## config.mk

```make
export PLATFORM = sky130hd
export DESIGN_NAME = regfile_loader_flat
export DESIGN_NICKNAME = d
export VERILOG_FILES = /design/src/rtl/regfile_loader_pkg.sv /design/src/rtl/regfile_loader_if.sv /design/src/rtl/regfile_loader_watchdog.sv /design/src/rtl/regfile_loader.sv /design/src/flat_wrapper.sv
export SDC_FILE = /design/constraint.sdc
export NUM_CORES = 1
export LEC_CHECK = 0
export ABC_CLOCK_PERIOD_IN_PS = 3900
export CAP_MARGIN = 20
export CORE_MARGIN = 2
export CORE_UTILIZATION = 48
export DETAILED_ROUTE_END_ITERATION = 10
export PLACE_DENSITY = 0.83
export SLEW_MARGIN = 0
export SYNTH_ARGS = -nofsm -noshare
export SYNTH_HDL_FRONTEND = slang
export SYNTH_SLANG_ARGS = --single-unit
```

## constraint.sdc

```tcl
create_clock -name clk -period 3.9 [get_ports clk]
set_clock_uncertainty 0.1 [all_clocks]
set_input_delay 0.78 -clock clk [delete_from_list [all_inputs] [get_ports clk]]
set_output_delay 0.78 -clock clk [all_outputs]
set_load 0.01 [all_outputs]
```

## src/rtl/regfile_loader_pkg.sv

```systemverilog
// rtl/regfile_loader_pkg.sv - shared widths, batch depth and loader state encoding
package regfile_loader_pkg;

   localparam int DATA_W  = 16;
   localparam int ADDR_W  = 3;
   localparam int DEPTH   = 8;
   localparam int TIMEOUT = 64;

   typedef enum logic {
      LOAD = 1'b0,
      SCAN = 1'b1
   } state_t;

endpackage

```

## src/rtl/regfile_loader_if.sv

```systemverilog
// rtl/regfile_loader_if.sv - upstream word stream (valid/ready/data) into the loader
interface regfile_loader_if #(
   parameter int DATA_W = regfile_loader_pkg::DATA_W
) ();

   logic              in_valid;
   logic              in_ready;
   logic [DATA_W-1:0] in_data;

   modport master (
      output in_valid,
      output in_data,
      input  in_ready
   );

   modport slave (
      input  in_valid,
      input  in_data,
      output in_ready
   );

endinterface

```

## src/rtl/regfile_loader_watchdog.sv

```systemverilog
// rtl/regfile_loader_watchdog.sv - SCAN timeout counter; expiry pulses on the last counted cycle
module loader_watchdog
   import regfile_loader_pkg::*;
#(
   parameter int TIMEOUT = regfile_loader_pkg::TIMEOUT
) (
   input  logic clk,
   input  logic rst,
   input  logic i_clear,
   input  logic i_en,
   output logic o_expire
);

   localparam int CW = $clog2(TIMEOUT);
   localparam logic [CW-1:0] LAST = CW'(TIMEOUT - 1);

   logic [CW-1:0] r_cnt;
   logic          w_expire;

   assign w_expire = i_en && !i_clear && (r_cnt == LAST);
   assign o_expire = w_expire;

   // Self-clears on expiry so a non power-of-two TIMEOUT restarts cleanly.
   always_ff @(posedge clk or posedge rst) begin
      if (rst) begin
         r_cnt <= '0;
      end else if (i_clear || w_expire) begin
         r_cnt <= '0;
      end else if (i_en) begin
         r_cnt <= r_cnt + 1'b1;
      end
   end

endmodule

```

## src/rtl/regfile_loader.sv

```systemverilog
// rtl/regfile_loader.sv - writes each batch of DEPTH words into the register file, then waits for the scan result
module regfile_loader
   import regfile_loader_pkg::*;
#(
   parameter int DATA_W  = regfile_loader_pkg::DATA_W,
   parameter int ADDR_W  = regfile_loader_pkg::ADDR_W,
   parameter int DEPTH   = regfile_loader_pkg::DEPTH,
   parameter int TIMEOUT = regfile_loader_pkg::TIMEOUT
) (
   input  logic              clk,
   input  logic              rst,
   regfile_loader_if.slave   s_in,
   input  logic              flush,
   input  logic              scan_valid,
   output logic              WriteEn,
   output logic [ADDR_W-1:0] WriteReg,
   output logic [DATA_W-1:0] WriteData,
   output logic              batch_done,
   output logic              busy,
   output logic              err_timeout
);

   localparam logic [ADDR_W-1:0] LAST_ADDR = ADDR_W'(DEPTH - 1);

   state_t            r_state;
   logic [ADDR_W-1:0] r_cnt;
   logic              w_ready;
   logic              w_hs;
   logic              w_wd_clear;
   logic              w_wd_en;
   logic              w_wd_expire;

   assign w_ready        = (r_state == LOAD) && !flush && !rst;
   assign s_in.in_ready  = w_ready;
   assign w_hs           = s_in.in_valid && w_ready;

   assign w_wd_en    = (r_state == SCAN);
   assign w_wd_clear = flush || (r_state != SCAN) || scan_valid;

   loader_watchdog #(
      .TIMEOUT (TIMEOUT)
   ) u_watchdog (
      .clk      (clk),
      .rst      (rst),
      .i_clear  (w_wd_clear),
      .i_en     (w_wd_en),
      .o_expire (w_wd_expire)
   );

   always_ff @(posedge clk or posedge rst) begin
      if (rst) begin
         r_state     <= LOAD;
         r_cnt       <= '0;
         WriteEn     <= 1'b0;
         WriteReg    <= '0;
         WriteData   <= '0;
         batch_done  <= 1'b0;
         busy        <= 1'b0;
         err_timeout <= 1'b0;
      end else begin
         WriteEn    <= 1'b0;
         batch_done <= 1'b0;
         if (flush) begin
            r_state <= LOAD;
            r_cnt   <= '0;
            busy    <= 1'b0;
         end else begin
            case (r_state)
               LOAD: begin
                  if (w_hs) begin
                     WriteEn   <= 1'b1;
                     WriteReg  <= r_cnt;
                     WriteData <= s_in.in_data;
                     r_cnt     <= r_cnt + 1'b1;
                     // The final write of the batch lands in the first SCAN cycle.
                     if (r_cnt == LAST_ADDR) begin
                        r_state <= SCAN;
                        busy    <= 1'b1;
                     end
                  end
               end
               SCAN: begin
                  if (scan_valid) begin
                     batch_done <= 1'b1;
                     r_state    <= LOAD;
                     busy       <= 1'b0;
                  end else if (w_wd_expire) begin
                     err_timeout <= 1'b1;
                     r_state     <= LOAD;
                     busy        <= 1'b0;
                  end
               end
               default: begin
                  r_state <= LOAD;
                  busy    <= 1'b0;
               end
            endcase
         end
      end
   end

endmodule

```

## src/flat_wrapper.sv

```systemverilog
// flat-port wrapper written by rule: the top's interface ports become plain ports
module regfile_loader_flat import regfile_loader_pkg::*;
#(
   parameter int DATA_W  = regfile_loader_pkg::DATA_W,
   parameter int ADDR_W  = regfile_loader_pkg::ADDR_W,
   parameter int DEPTH   = regfile_loader_pkg::DEPTH,
   parameter int TIMEOUT = regfile_loader_pkg::TIMEOUT
)
  (clk, rst, flush, scan_valid, WriteEn, WriteReg, WriteData, batch_done, busy, err_timeout, s_in_in_valid, s_in_in_data, s_in_in_ready);
  regfile_loader_if #(.DATA_W(DATA_W)) s_in_i ();
  input  logic clk;
  input  logic rst;
  input  logic flush;
  input  logic scan_valid;
  output logic WriteEn;
  output logic [ADDR_W-1:0] WriteReg;
  output logic [DATA_W-1:0] WriteData;
  output logic batch_done;
  output logic busy;
  output logic err_timeout;
  input wire logic [$bits(s_in_i.in_valid)-1:0] s_in_in_valid;
  input wire logic [$bits(s_in_i.in_data)-1:0] s_in_in_data;
  output wire logic [$bits(s_in_i.in_ready)-1:0] s_in_in_ready;
  assign s_in_i.in_valid = s_in_in_valid;
  assign s_in_i.in_data = s_in_in_data;
  assign s_in_in_ready = s_in_i.in_ready;
  regfile_loader #(.DATA_W(DATA_W), .ADDR_W(ADDR_W), .DEPTH(DEPTH), .TIMEOUT(TIMEOUT)) u_core (.clk(clk), .rst(rst), .s_in(s_in_i), .flush(flush), .scan_valid(scan_valid), .WriteEn(WriteEn), .WriteReg(WriteReg), .WriteData(WriteData), .batch_done(batch_done), .busy(busy), .err_timeout(err_timeout));
endmodule
```

==> impl_metrics.ini <==
[clock_tree]
cts_tree = built
cts_buffer_depth = 2
cts_inserted_buffers = 5
cts_sinks = 33
clockRootBuffer = clkbuf_4
cts-resized-gates = 0
clk_pin_slew_ps = 100
postCtsSetupRepairBufs = 0
htreeDepth = 2
clk_latency_ps = 320
holdBufCountCts = 0

[global_routing]
top_usage_layer = met2
grt_util_all_layers = 0.179
met3_usage = 0.0558
grt_pass1_vias = 959
grt_pass1_wl_um = 4400
met1_usage = 0.235
grt_antenna_before_repair = 0
grtUsageMet2 = 0.266
grt_max_degree = 27
gr-total-overflow = 0

[floorplan]
die-area_um2 = 3350
die_height_um = 57.9
start_util = 0.506
fp.dieW_um = 57.9
rows = 19
coreArea_um2 = 2760
ios = 45

[placement]
dp_slack_ps = 873
portBuffers = 44
dpl.cell_count = 171
dp_hpwl_um = 2040
place_area_um2 = 1860
place_congestion = 0.796

[sta]
period_share = 0.775
final_hold_viol_count = 0
setup_viol_count_final = 0
maxSlewHeadroom = 0.522
slew_violations = 0
rsz0062_at_grt = no
setup_slack_ps = 876
tightest_slew_ps = 715
fmax_mhz = 331
tns_ps = 0
layout_min_cycle_time_ps = 3020

[setup_path]
critPathTopFamily = buffers and inverters
regToRegSetupSlack_ps = 1800
required_ps = 3020
critPathMaxStageDelay_ps = 570
startpoint = flush
worstSetupEndpointType = output pin
cp.arrival_ps = 2140
cp_num_buf_inv = 2
reg2reg_depth = 3
critPathCapture = s_in_in_ready
crit_slowest_cell = clkdlybuf4s50_1
cpMostUsedCell = clkdlybuf4s50_1
r2r_start = u_core.r_state
cp_cell_sequence = clkdlybuf4s50_1 > nor3_1 > clkdlybuf4s50_1
cp-start-kind = input port
cp.depth = 3
path_class = input port to output pin
crit_fanout = 9
rr_endpoint = u_core.WriteData[1]

[routing]
drtIter0Drc = 19
routed_wl_um = 2750
num_vias = 954
first_pass_iters = 4
drc = 0
antenna_left = 0
avgRoutedWirePerCell_um = 15.3
avgViaCountPerCell = 5.30

[final_layout]
num-nets-final = 172
insertedDiodeCount = 0
syn_to_final_growth_pct = 40.5
final_common_cell = clkdlybuf4s50_1
finalNonFillerCells = 180
final_cell_mix = 44 x clkdlybuf4s50_1, 33 x dfrtp_1, 10 x mux2_4, 7 x nor2_1
final_design_area_no_fill_um2 = 1960
layout-drive-gt1-share = 0.195

[yosys]
post_synth_num_cell_types = 27
synth_nets = 120
synth.yosys.seq_area_share = 0.592
syn_avg_cell_area_um2 = 14.5
synthCells = 96
synth-seq-cells = 33
synthesis.area_um2 = 1400
yosysWarnings = 0

[power_and_ir_drop]
peakVddDrop_mv = 0.423
powerDensity_nw_per_um2 = 399
p_leak_nw = 0.880

[worst_hold_path]
hold_path.class = flop to flop

[outcome]
status = finished, final reports clean

[flow_run]
maxCapViolCount = 0
==> cells by family (layout without fill, tap and decap cells) <==
family / count (synthesis) / in the layout / synth area share
XOR/XNOR: 4 / 4 / 0.0251
adder cells (fa/ha/maj): 3 / 3 / 0.0269
AND/OR/NAND/NOR: 22 / 22 / 0.0996
multiplexers: 20 / 20 / 0.187
AO/OA/AOI/OAI: 9 / 9 / 0.0395
buffers and inverters: 5 / 58 / 0.0296
flip-flops: 33 / 33 / 0.592
==> per-stage QoR <==
| stage | utilization | total power, mW | hold WS, ps |
|---|---|---|---|
| after floorplan | - | 0.472 | 370 |
| after global placement | 0.676 | 0.567 | 361 |
| after detailed placement | 0.676 | 0.572 | 383 |
| final | 0.711 | 0.782 | 397 |
| after CTS | 0.701 | 0.788 | 410 |
| after global routing | 0.711 | 0.818 | 423 |
==> registers in the layout, summed over array words and instances, names as in the netlist <==
register	flops
u_core.r_state	1
u_core.WriteEn	1
u_core.WriteReg	3
u_core.err_timeout	1
u_core.r_cnt	3
u_core.WriteData	16
u_core.busy	1
u_core.batch_done	1
u_core.u_watchdog.r_cnt	6
==> worst reg2reg max path, cell delays in order (launching register included) <==
cell     delay, ps
dfrtp_1        480
nor4b_4        710
buf_4          340
mux2_2         360
==> cell type report <==
type	instances	area [um2]
clock buffer	7	65.1
clock inverter	1	5.00
fill	200	797
inverter	2	7.51
multi-input combinational	58	528
sequential	33	826
tap	31	38.8
timing repair buffer	48	490
==> metal layers <==
layer  up-vias  wire, um
met5         -         0
met4         0        70
met3         7       150
met2        35      1370
met1       469      1160
li1        443         -
==> how the worst min path moves through the flow <==
stage / start / endpoint / cells past startpoint
after global routing: u_core.WriteData[4] / u_core.WriteData[4] / 1
after floorplan: u_core.u_watchdog.r_cnt[0] / u_core.u_watchdog.r_cnt[0] / 1
after detailed placement: u_core.WriteData[4] / u_core.WriteData[4] / 1
after CTS: u_core.WriteData[4] / u_core.WriteData[4] / 1
final: u_core.err_timeout / u_core.err_timeout / 1
after global placement: u_core.err_timeout / u_core.err_timeout / 1
==> Yosys cell counts (all sizes together) <==
| cell | count | area share |
|---|---|---|
| a21oi | 3 | 0.011 |
| a31o | 1 | 0.0063 |
| a41oi | 1 | 0.0063 |
| and3 | 1 | 0.0045 |
| and3b | 1 | 0.0063 |
| buf | 3 | 0.024 |
| dfrtp | 33 | 0.59 |
| ha | 3 | 0.027 |
| inv | 2 | 0.0054 |
| mux2 | 19 | 0.18 |
| mux2i | 1 | 0.0072 |
| nand2 | 2 | 0.0054 |
| nand2b | 1 | 0.0045 |
| nand3 | 4 | 0.014 |
| nand3b | 1 | 0.0054 |
| nand4b | 1 | 0.0063 |
| nor2 | 7 | 0.019 |
| nor3 | 1 | 0.0036 |
| nor4b | 1 | 0.017 |
| nor4bb | 1 | 0.0072 |
| o21ai | 3 | 0.011 |
| o21bai | 1 | 0.0054 |
| or3b | 1 | 0.0063 |
| xnor2 | 2 | 0.013 |
| xor2 | 2 | 0.013 |
==> where the power goes <==
part,switching (mW),leakage (nW),internal [mW]
sequential,0.0194,0.426,0.376
combinational,0.0565,0.414,0.116
clock,0.110,0.0413,0.104
total,0.186,0.880,0.596
Note: power is estimated with default switching activity, not from simulation.
